`src/rtl/mem_lsu_if.sv`:
```
// mem_lsu_if: request/response handshake of the load/store unit plus its memory port.
// The slave side is the LSU; the master side is the core and data memory together.
interface mem_lsu_if;
  logic        req;
  logic [3:0]  op;
  logic [31:0] addr;
  logic [31:0] wdata;
  logic        ready;
  logic        done;
  logic [31:0] rdata;
  logic        fault;
  logic [31:0] mem_raddr;
  logic [31:0] mem_waddr;
  logic [31:0] mem_in;
  logic        mem_memwr;
  logic [31:0] mem_out;

  modport master (
    output req, op, addr, wdata, mem_out,
    input  ready, done, rdata, fault, mem_raddr, mem_waddr, mem_in, mem_memwr
  );

  modport slave (
    input  req, op, addr, wdata, mem_out,
    output ready, done, rdata, fault, mem_raddr, mem_waddr, mem_in, mem_memwr
  );
endinterface

```
`src/rtl/mem_lsu.sv`:
```
// mem_lsu: one-at-a-time load/store initiator; byte/halfword stores are read-modify-write.
// Optional LSU_ALIGN_CHECK_EN: misaligned halfword/word accesses are rejected with fault.
//
// state | meaning
// IDLE  | ready, waiting for a request
// RD    | read address driven from the registered addr
// CAP   | memory data valid: capture load result or build store merge word
// WR    | one-cycle memory write
// DONE  | completion pulse (fault qualifies it)
module mem_lsu #(
  parameter int unsigned MEM_BYTES = 1376
) (
  input logic       clk,
  input logic       rst,
  mem_lsu_if.slave  bus
);

  typedef enum logic [2:0] {IDLE, RD, CAP, WR, DONE} state_t;

  localparam logic [3:0]  OP_SW = 4'b1010;
  localparam logic [32:0] LAST  = 33'(MEM_BYTES - 1);

  state_t      state, state_n;
  logic [3:0]  op_q;
  logic [31:0] addr_q, wdata_q, merge_q, rdata_q;
  logic        fault_q;

  logic        accept, reject, op_legal, out_of_range, misaligned;
  logic [32:0] end_addr;
  logic [31:0] load_val, merge_val;

  assign accept       = bus.req && (state == IDLE);
  assign end_addr     = {1'b0, bus.addr} + 33'd3;
  assign out_of_range = end_addr > LAST;

  always_comb begin
    op_legal = 1'b0;
    case (bus.op)
      4'b0000, 4'b0001, 4'b0010, 4'b0100,
      4'b0101, 4'b1000, 4'b1001, 4'b1010: op_legal = 1'b1;
      default:                            op_legal = 1'b0;
    endcase
  end

`ifdef LSU_ALIGN_CHECK_EN
  assign misaligned = ((bus.op[1:0] == 2'b01) && bus.addr[0]) ||
                      ((bus.op[1:0] == 2'b10) && (bus.addr[1:0] != 2'b00));
`else
  assign misaligned = 1'b0;
`endif

  assign reject = !op_legal || out_of_range || misaligned;

  // op[2] marks the zero-extending loads; op[1:0] encodes the access size
  always_comb begin
    load_val = bus.mem_out;
    case (op_q[1:0])
      2'b00:   load_val = {{24{bus.mem_out[7] & ~op_q[2]}}, bus.mem_out[7:0]};
      2'b01:   load_val = {{16{bus.mem_out[15] & ~op_q[2]}}, bus.mem_out[15:0]};
      default: load_val = bus.mem_out;
    endcase
  end

  always_comb begin
    merge_val = {bus.mem_out[31:8], wdata_q[7:0]};
    if (op_q[0]) merge_val = {bus.mem_out[31:16], wdata_q[15:0]};
  end

  always_ff @(posedge clk or posedge rst) begin
    if (rst) state <= IDLE;
    else     state <= state_n;
  end

  always_comb begin
    state_n = state;
    case (state)
      IDLE: if (accept) begin
        if (reject)                state_n = DONE;
        else if (bus.op == OP_SW)  state_n = WR;
        else                       state_n = RD;
      end
      RD:      state_n = CAP;
      CAP:     state_n = op_q[3] ? WR : DONE;
      WR:      state_n = DONE;
      DONE:    state_n = IDLE;
      default: state_n = IDLE;
    endcase
  end

  always_ff @(posedge clk or posedge rst) begin
    if (rst) begin
      op_q    <= '0;
      addr_q  <= '0;
      wdata_q <= '0;
      merge_q <= '0;
      rdata_q <= '0;
      fault_q <= 1'b0;
    end else begin
      if (accept) begin
        op_q    <= bus.op;
        addr_q  <= bus.addr;
        wdata_q <= bus.wdata;
        fault_q <= reject;
        if (reject) rdata_q <= '0;
      end
      if (state == DONE) fault_q <= 1'b0;
      if (state == CAP) begin
        if (op_q[3]) merge_q <= merge_val;
        else         rdata_q <= load_val;
      end
    end
  end

  assign bus.ready     = (state == IDLE);
  assign bus.done      = (state == DONE);
  assign bus.fault     = fault_q;
  assign bus.rdata     = rdata_q;
  assign bus.mem_raddr = addr_q;
  assign bus.mem_waddr = addr_q;
  assign bus.mem_in    = (op_q == OP_SW) ? wdata_q : merge_q;
  assign bus.mem_memwr = (state == WR);

endmodule
```
`src/flat_wrapper.sv`:
```
// flat-port wrapper written by rule: the top's interface ports become plain ports
module mem_lsu_flat 
#(
  parameter int unsigned MEM_BYTES = 1376
)
  (clk, rst, bus_req, bus_op, bus_addr, bus_wdata, bus_mem_out, bus_ready, bus_done, bus_rdata, bus_fault, bus_mem_raddr, bus_mem_waddr, bus_mem_in, bus_mem_memwr);
  mem_lsu_if bus_i ();
  input logic clk;
  input logic rst;
  input wire logic [$bits(bus_i.req)-1:0] bus_req;
  input wire logic [$bits(bus_i.op)-1:0] bus_op;
  input wire logic [$bits(bus_i.addr)-1:0] bus_addr;
  input wire logic [$bits(bus_i.wdata)-1:0] bus_wdata;
  input wire logic [$bits(bus_i.mem_out)-1:0] bus_mem_out;
  output wire logic [$bits(bus_i.ready)-1:0] bus_ready;
  output wire logic [$bits(bus_i.done)-1:0] bus_done;
  output wire logic [$bits(bus_i.rdata)-1:0] bus_rdata;
  output wire logic [$bits(bus_i.fault)-1:0] bus_fault;
  output wire logic [$bits(bus_i.mem_raddr)-1:0] bus_mem_raddr;
  output wire logic [$bits(bus_i.mem_waddr)-1:0] bus_mem_waddr;
  output wire logic [$bits(bus_i.mem_in)-1:0] bus_mem_in;
  output wire logic [$bits(bus_i.mem_memwr)-1:0] bus_mem_memwr;
  assign bus_i.req = bus_req;
  assign bus_i.op = bus_op;
  assign bus_i.addr = bus_addr;
  assign bus_i.wdata = bus_wdata;
  assign bus_i.mem_out = bus_mem_out;
  assign bus_ready = bus_i.ready;
  assign bus_done = bus_i.done;
  assign bus_rdata = bus_i.rdata;
  assign bus_fault = bus_i.fault;
  assign bus_mem_raddr = bus_i.mem_raddr;
  assign bus_mem_waddr = bus_i.mem_waddr;
  assign bus_mem_in = bus_i.mem_in;
  assign bus_mem_memwr = bus_i.mem_memwr;
  mem_lsu #(.MEM_BYTES(MEM_BYTES)) u_core (.clk(clk), .rst(rst), .bus(bus_i));
endmodule
```
`config.mk`:
```
export PLATFORM = sky130hd
export DESIGN_NAME = mem_lsu_flat
export DESIGN_NICKNAME = d
export VERILOG_FILES = /design/src/rtl/mem_lsu_if.sv /design/src/rtl/mem_lsu.sv /design/src/flat_wrapper.sv
export SDC_FILE = /design/constraint.sdc
export NUM_CORES = 1
export LEC_CHECK = 0
export ABC_AREA = 1
export ABC_CLOCK_PERIOD_IN_PS = 11600
export BUFFER_PORTS_ARGS = -buffer_cell sky130_fd_sc_hd__buf_2
export CAP_MARGIN = 20
export CORE_UTILIZATION = 56
export CTS_CLUSTER_DIAMETER = 60
export DETAILED_ROUTE_END_ITERATION = 16
export PLACE_DENSITY = 0.86
export SLEW_MARGIN = 20
export SYNTH_ARGS = -nofsm -noshare
export SYNTH_HDL_FRONTEND = slang
export SYNTH_SLANG_ARGS = --single-unit
```
`constraint.sdc`:
```
create_clock -name clk -period 11.6 [get_ports clk]
set_input_delay 0 -clock clk [delete_from_list [all_inputs] [get_ports clk]]
set_output_delay 0 -clock clk [all_outputs]
set_load 0.1 [all_outputs]
```
==> summary.txt, run 1 <==
Run status
  • Status: complete, no violations

Timing
  • Worst Skew: 0.00747 ns
  • Final Max Tran Viols: 0
  • Worst Max-Slew Pin Slew: 1.07 ns
  • Final Hold Vio Count: 0
  • Relative slew slack: 28.4%
  • Crit share post-route: 25.5%
  • Setup TNS: 0 ns
  • Fin crit period: about 3 ns
  • RSZ-0062 raised after global routing: false
  • Max Fclk: between 300 and 400 MHz
  • Setup violators final: 0

Power
  • Part of the power in registers: roughly a quarter
  • Switch share: roughly three fifths
  • NetSw: roughly 1600 uW
  • Clk pwr share: a little under a fifth
  • Leakage power figure: roughly 0.0056 uW
  • Internal power component: between 1000 and 1500 uW
  • Pwr Density: 267 mW/mm^2
  • Peak supply drop: 0.463 mV
  • Logic pwr share: between 50% and 60%

Global routing
  • Met1 GRT Util: 40.5%
  • Total Routing Usage GR: around a third
  • First-pass GRT wire length: roughly 37,000 um
  • M2 GR Usage: roughly 57%
  • Largest net degree at the start of global routing: 82
  • Initial antenna violation count: 1
  • Met3 global-route usage: 6.13%
  • Most Crowded Layer GR: met2
  • Vias in the first global route: 7,732
  • GRT overflow: 0

CTS
  • Worst skew pair latency: 0.42 ns
  • Clock Path Buffers: 2
  • Number of H-tree levels: 4
  • CTS tree: done
  • Num CTS Buffers: 17
  • CTS Sinks: around 140
  • Clk root buf: clkbuf_16
  • Clock slew at reported path FFs: around 0.06 ns
  • Post-CTS sizing: 0

Route
  • Via density per instance: between 5 and 6
  • Routed WL: around 23,000 um
  • Detail Route Antenna Nets: 0
  • Pre-antenna DRT Iters: 8
  • Initial DRC count: slightly below 700
  • WL per Instance: 14.6 um
  • Vias: around 8k
  • DRC errors left: 0

Placed design
  • Post-DP HPWL: around 15,000 um
  • Routability cong.: approximately 1.0
  • Placed cell areas: about 0.0086 mm^2
  • Port Buf Inserts: 234

Synth
  • Number of synthesized flops with an enable pin: 0
  • Cell with the most instances after synthesis: nand2_1
  • Top_reg_cell synth: dfrtp_1
  • Sequential cell area fraction in the yosys report: approximately 45%
  • Syn_area_per_cell: approximately 7 um^2
  • Synth Instances: 1,068
  • Post-synth cell types: 31
  • FF+latch count, synth: 136
  • Yosys top cell by area: dfrtp_1
  • YS warnings: 0
  • Synth top area share: 44.6%
  • Synth top cells by count: nand2_1 (287), inv_1 (146), dfrtp_1 (136)
  • Syn_nets: 1,173
  • Top post-synthesis cells by area: dfrtp_1 (45%), nand2_1 (14%), o21ai_0 (7.7%)
  • Post-Syn Area: about 0.0076 mm^2
  • Fraction of registers with async set/reset: 100%

Floorplanning
  • Die area: about 0.014 mm^2
  • Row count: 42
  • Core Area: around 0.013 mm^2
  • Die X: approximately 120 um
  • Ports: ~240
  • Starting Density: around 58%
  • Die Ht: around 120 um

Layout
  • Reg area: approximately 0.0034 mm^2
  • Area Growth Syn to Fin: 34.4%
  • Fin nets: 1,460
  • Design area: between 0.01 and 0.015 mm^2
  • Fillcell total: 943
  • Multi-input gate area: between 0.003 and 0.004 mm^2
  • Ratio of cells with drive above 1 in the final layout: around a quarter

Flow run
  • Max-Cap Viols: 0

Worst setup path
  • Nature of the critical path endpoint: output port
  • Setup crit start kind: register
  • Setup CP Type: register to output port
  • Number of cells on the worst reg-to-reg path: 6
  • Crit path required time: 11.60 ns
  • Worst-path fanout max: 33
  • Crit path arrival time: roughly 3.0 ns

Worst hold path
  • Path category of the worst min-delay check: input pin to async pin
-- cell type report --
| cell class | count | area share (%) |
|---|---|---|
| well taps | 176 | 2.15 |
| repair buffers | 341 | 21.8 |
| inverters | 149 | 5.51 |
| clock inverters | 9 | 0.965 |
| clock buffers | 23 | 4.57 |
| diodes | 1 | 0.0244 |
| flip-flops and latches | 136 | 33.2 |
| multi-input cells | 710 | 31.8 |
-- layer usage --
| layer | routed length, um | vias up | share of wire (%) |
|---|---|---|---|
| li1 | - | 3858 | - |
| met3 | 1550 | 81 | 6.9 |
| met2 | 11100 | 393 | 49 |
| met4 | 875 | 0 | 3.9 |
| met1 | 8970 | 3657 | 40 |
| met5 | 0 | - | 0 |
-- power groups by stage --
| stage | combinational, uW | sequential [uW] | clock, uW |
|---|---|---|---|
| floorplan | 934 | 1080 | 0 |
| finish | 1530 | 687 | 524 |
| global route | 1590 | 701 | 550 |
| CTS | 1520 | 682 | 527 |
| global placement | 1480 | 684 | 0 |
| detailed placement | 1490 | 687 | 0 |
-- flip-flops by register name, indices dropped and copies added (netlist names) --
signal                cells
u_core.bus.mem_raddr     32
u_core.bus.fault          1
u_core.bus.rdata         32
u_core.wdata_q           32
u_core.merge_q           32
u_core.op_q               4
u_core.state              3
-- stage by stage --
stage | worst slack, ns | std cells | hold slack [ns] | utilization, % | total power, uW
global route | 8.47 | 1545 | 0.370 | 77.3 | 2840
floorplan | 7.96 | 1068 | 0.117 | - | 2020
finish | 8.64 | 1545 | 0.271 | 77.3 | 2740
global placement | 9.09 | 1410 | 0.176 | 65.3 | 2160
CTS | 8.70 | 1544 | 0.289 | 77.3 | 2730
detailed placement | 9.05 | 1410 | 0.188 | 65.3 | 2180
-- placed cells by master (no fill, tap or decap), drive strengths merged --
| master | n |
|---|---|
| a21boi | 1 |
| a21oi | 42 |
| a31oi | 8 |
| and3 | 2 |
| buf | 239 |
| bufinv | 2 |
| clkbuf | 23 |
| clkinv | 8 |
| dfrtp | 136 |
| diode | 1 |
| dlygate4sd3 | 102 |
| ha | 2 |
| inv | 148 |
| mux2 | 2 |
| nand2 | 323 |
| nand3 | 39 |
| nand3b | 1 |
| nand4 | 12 |
| nor2 | 143 |
| nor3 | 7 |
| nor4 | 1 |
| o21ai | 124 |
| xor2 | 3 |
-- logic make-up after synthesis --
group	synth area share, %
AND/OR/NAND/NOR	29.8
buffers and inverters	13.0
AO/OA/AOI/OAI	11.7
flip-flops	44.6
XOR/XNOR	0.345
multiplexers	0.295
adder cells (fa/ha/maj)	0.328
-- worst max-delay path, stage by stage, from the launching register on --
cell     delay [ns]
dfrtp_1        0.58
nor2_1         0.27
nand3_2        0.45
buf_4          0.43
o21ai_0        0.30
buf_2          0.49
-- worst paths after layout --
| check | endpoint | start | slack (ns) |
|---|---|---|---|
| max | bus_mem_in[0] | u_core.op_q[0] | 8.64 |
| min | u_core.bus.mem_raddr[29] | rst | 0.27 |
| max reg2reg | u_core.bus.rdata[26] | u_core.op_q[1] | 8.93 |
| min reg2reg | u_core.merge_q[3] | u_core.merge_q[3] | 0.49 |
| max in group asynchronous | u_core.bus.rdata[7] | rst | 10.12 |
| min in group clk | u_core.bus.rdata[2] | bus_mem_out[2] | 0.34 |
-- repair_timing --
item	in CTS	in global routing
hold buffers	102	0
setup buffers	0	0
endpoints found under the hold margin	205	0
No activity file was read; power rests on OpenSTA's default activity.
==> inputs of run 2 (changes only) <==
ABC_CLOCK_PERIOD_IN_PS = 2700   (was 11600)
CORE_UTILIZATION = 47   (was 56)
PLACE_DENSITY = 0.77   (was 0.86)
clock period = 2.7 ns   (was 11.6 ns; I/O delays follow)
==> run 2 against run 1 <==
Compared with the run above: core utilization shrank 12 points; via count shrank 2.8%; first-iteration DRC count shrank 29%; combinational power grew to 4.4 times the previous value; clock power grew to 4.1 times the previous value; die area grew 19%; cell count grew 3.1%; critical endpoint is now bus_mem_in[7]; highest routed layer unchanged.
==> summary.txt, run 2 (same netlist as run 1, synthesis figures left out) <==
Global routing
  • GRT overflow: 0
  • Largest net degree at the start of global routing: 77
  • First-pass GRT wire length: 34,800 um
  • Total Routing Usage GR: a little over a quarter
  • Vias in the first global route: approximately 7.2k
  • Initial antenna violation count: 0

Power
  • Logic pwr share: 57.1%
  • Pwr Density: around 1100 mW/mm^2
  • Final total power: between 10,000 and 15,000 uW
  • Clk pwr share: a little under a fifth
  • Part of the power in registers: 24.6%
  • Peak supply drop: between 1 and 1.5 mV
  • Switch share: 58.4%
  • Leakage power figure: around 0.0057 uW
  • Internal power component: between 4000 and 5000 uW
  • NetSw: slightly below 7000 uW

Placed design
  • DP Worst Slack: 0.363 ns
  • Dpl cells: roughly 1.5k
  • Routability cong.: between 0.9 and 1
  • Post-DP HPWL: ~15,000 um
  • Port Buf Inserts: 234

Layout
  • Core Util, Final: approximately 66%
  • Fin nets: between 1k and 1.5k
  • Commonest non-fill, non-tap cell in the layout: nand2_1
  • N_diodes: 0
  • Ratio of cells with drive above 1 in the final layout: about a quarter
  • Commonest non-fill, non-tap cells in the layout: nand2_1 (286), buf_2 (234), inv_1 (145)
  • Area Growth Syn to Fin: 36.7%
  • Post-Layout Cell Count: around 1.6k

CTS
  • Worst skew pair latency: roughly 0.42 ns
  • CTS Sinks: between 100 and 150
  • Num CTS Buffers: 17
  • Number of H-tree levels: 4
  • Clock Path Buffers: 2
  • Clk root buf: clkbuf_16
  • CTS tree: done
  • Clock slew at reported path FFs: about 0.060 ns
  • Post-CTS sizing: 0

Route
  • Initial DRC count: between 400 and 500
  • DRC errors left: 0
  • Pre-antenna DRT Iters: 5
  • Vias: approximately 7.8k
  • Routed WL: 21,800 um
  • WL per Instance: about 14 um
  • Via density per instance: just under 5
  • Detail Route Antenna Nets: 0

Floorplanning
  • Core Area: ~0.016 mm^2
  • Die X: between 100 and 150 um
  • Die Ht: about 130 um
  • Row count: 46
  • Die area: 0.0167 mm^2
  • Ports: about 240
  • Starting Density: a little under half

Flow run
  • Max-Cap Viols: 0

Timing
  • PnR worst setup slack: roughly 0.25 ns
  • Final Max Tran Viols: 0
  • Setup violators final: 0
  • Worst Skew: about 0.0086 ns
  • Crit share post-route: about nine tenths
  • Hold WS: between 0.2 and 0.25 ns
  • Max Fclk: between 400 and 500 MHz
  • Final Hold Vio Count: 0
  • Worst Max-Slew Pin Slew: roughly 0.95 ns
  • RSZ-0062 raised after global routing: false
  • Relative slew slack: 36.6%
  • Fin crit period: 2.45 ns

Worst setup path
  • Crit path arrival time: between 2 and 2.5 ns
  • Nature of the critical path endpoint: output port
  • Number of cells on the worst reg-to-reg path: 7
  • Crit path required time: 2.70 ns
  • R2r setup slk: just under 0.7 ns
  • Setup CP Type: register to output port
  • Setup crit start kind: register
  • Worst-path fanout max: 26

Worst hold path
  • Path category of the worst min-delay check: input pin to async pin

Run status
  • Status: complete, no violations
-- run 2: timing repair --
| action | 4_1_cts | 5_1_grt |
|---|---|---|
| buffers inserted | 0 | 2 |
| endpoints found under the hold margin | 152 | 0 |
| endpoints found under the setup margin | 0 | 7 |
| hold buffers | 102 | 0 |
-- run 2: cell type report --
cell class | count | area [um^2]
fillers | 1340 | 5470
multi-input cells | 710 | 3260
clock inverters | 9 | 76.3
flip-flops and latches | 136 | 3400
repair buffers | 351 | 2380
inverters | 149 | 563
clock buffers | 22 | 464
well taps | 216 | 270
-- run 2: metal layers --
layer,GRT usage [%],vias to the layer above,share of wire (%)
li1,-,3877,-
met1,33.8,3488,43
met2,44.1,329,48
met3,5.62,69,6.0
met4,12.5,0,3.3
met5,0,-,0
-- run 2: stage by stage --
step	area [um^2]	TNS, ns
6_report	10400	0
5_1_grt	10400	0
4_1_cts	10400	0
3_5_place_dp	8840	0
3_3_place_gp	8840	0
2_1_floorplan	7630	-5.70
-- run 2: worst paths after layout --
path / to / startpoint
max: bus_mem_in[7] / u_core.op_q[1]
min: u_core.bus.rdata[25] / rst
max reg2reg: u_core.merge_q[5] / u_core.state[2]
min reg2reg: u_core.merge_q[16] / u_core.merge_q[16]
max in group asynchronous: u_core.bus.mem_raddr[4] / rst
min in group clk: u_core.bus.rdata[4] / bus_mem_out[4]
-- run 2: power by group through the flow --
stage	Combinational, uW	Sequential (uW)	Clock (uW)
detailed placement	6540	2910	0
finish	6700	2890	2150
global placement	6490	2900	0
global route	6990	2950	2260
CTS	6660	2890	2180
floorplan	4030	4660	0
-- run 2: worst max-delay path, cell delays in order (launching register included) --
cell     delay, ns
dfrtp_1       0.55
nand3_2       0.41
buf_4         0.37
o21ai_0       0.23
buf_2         0.47
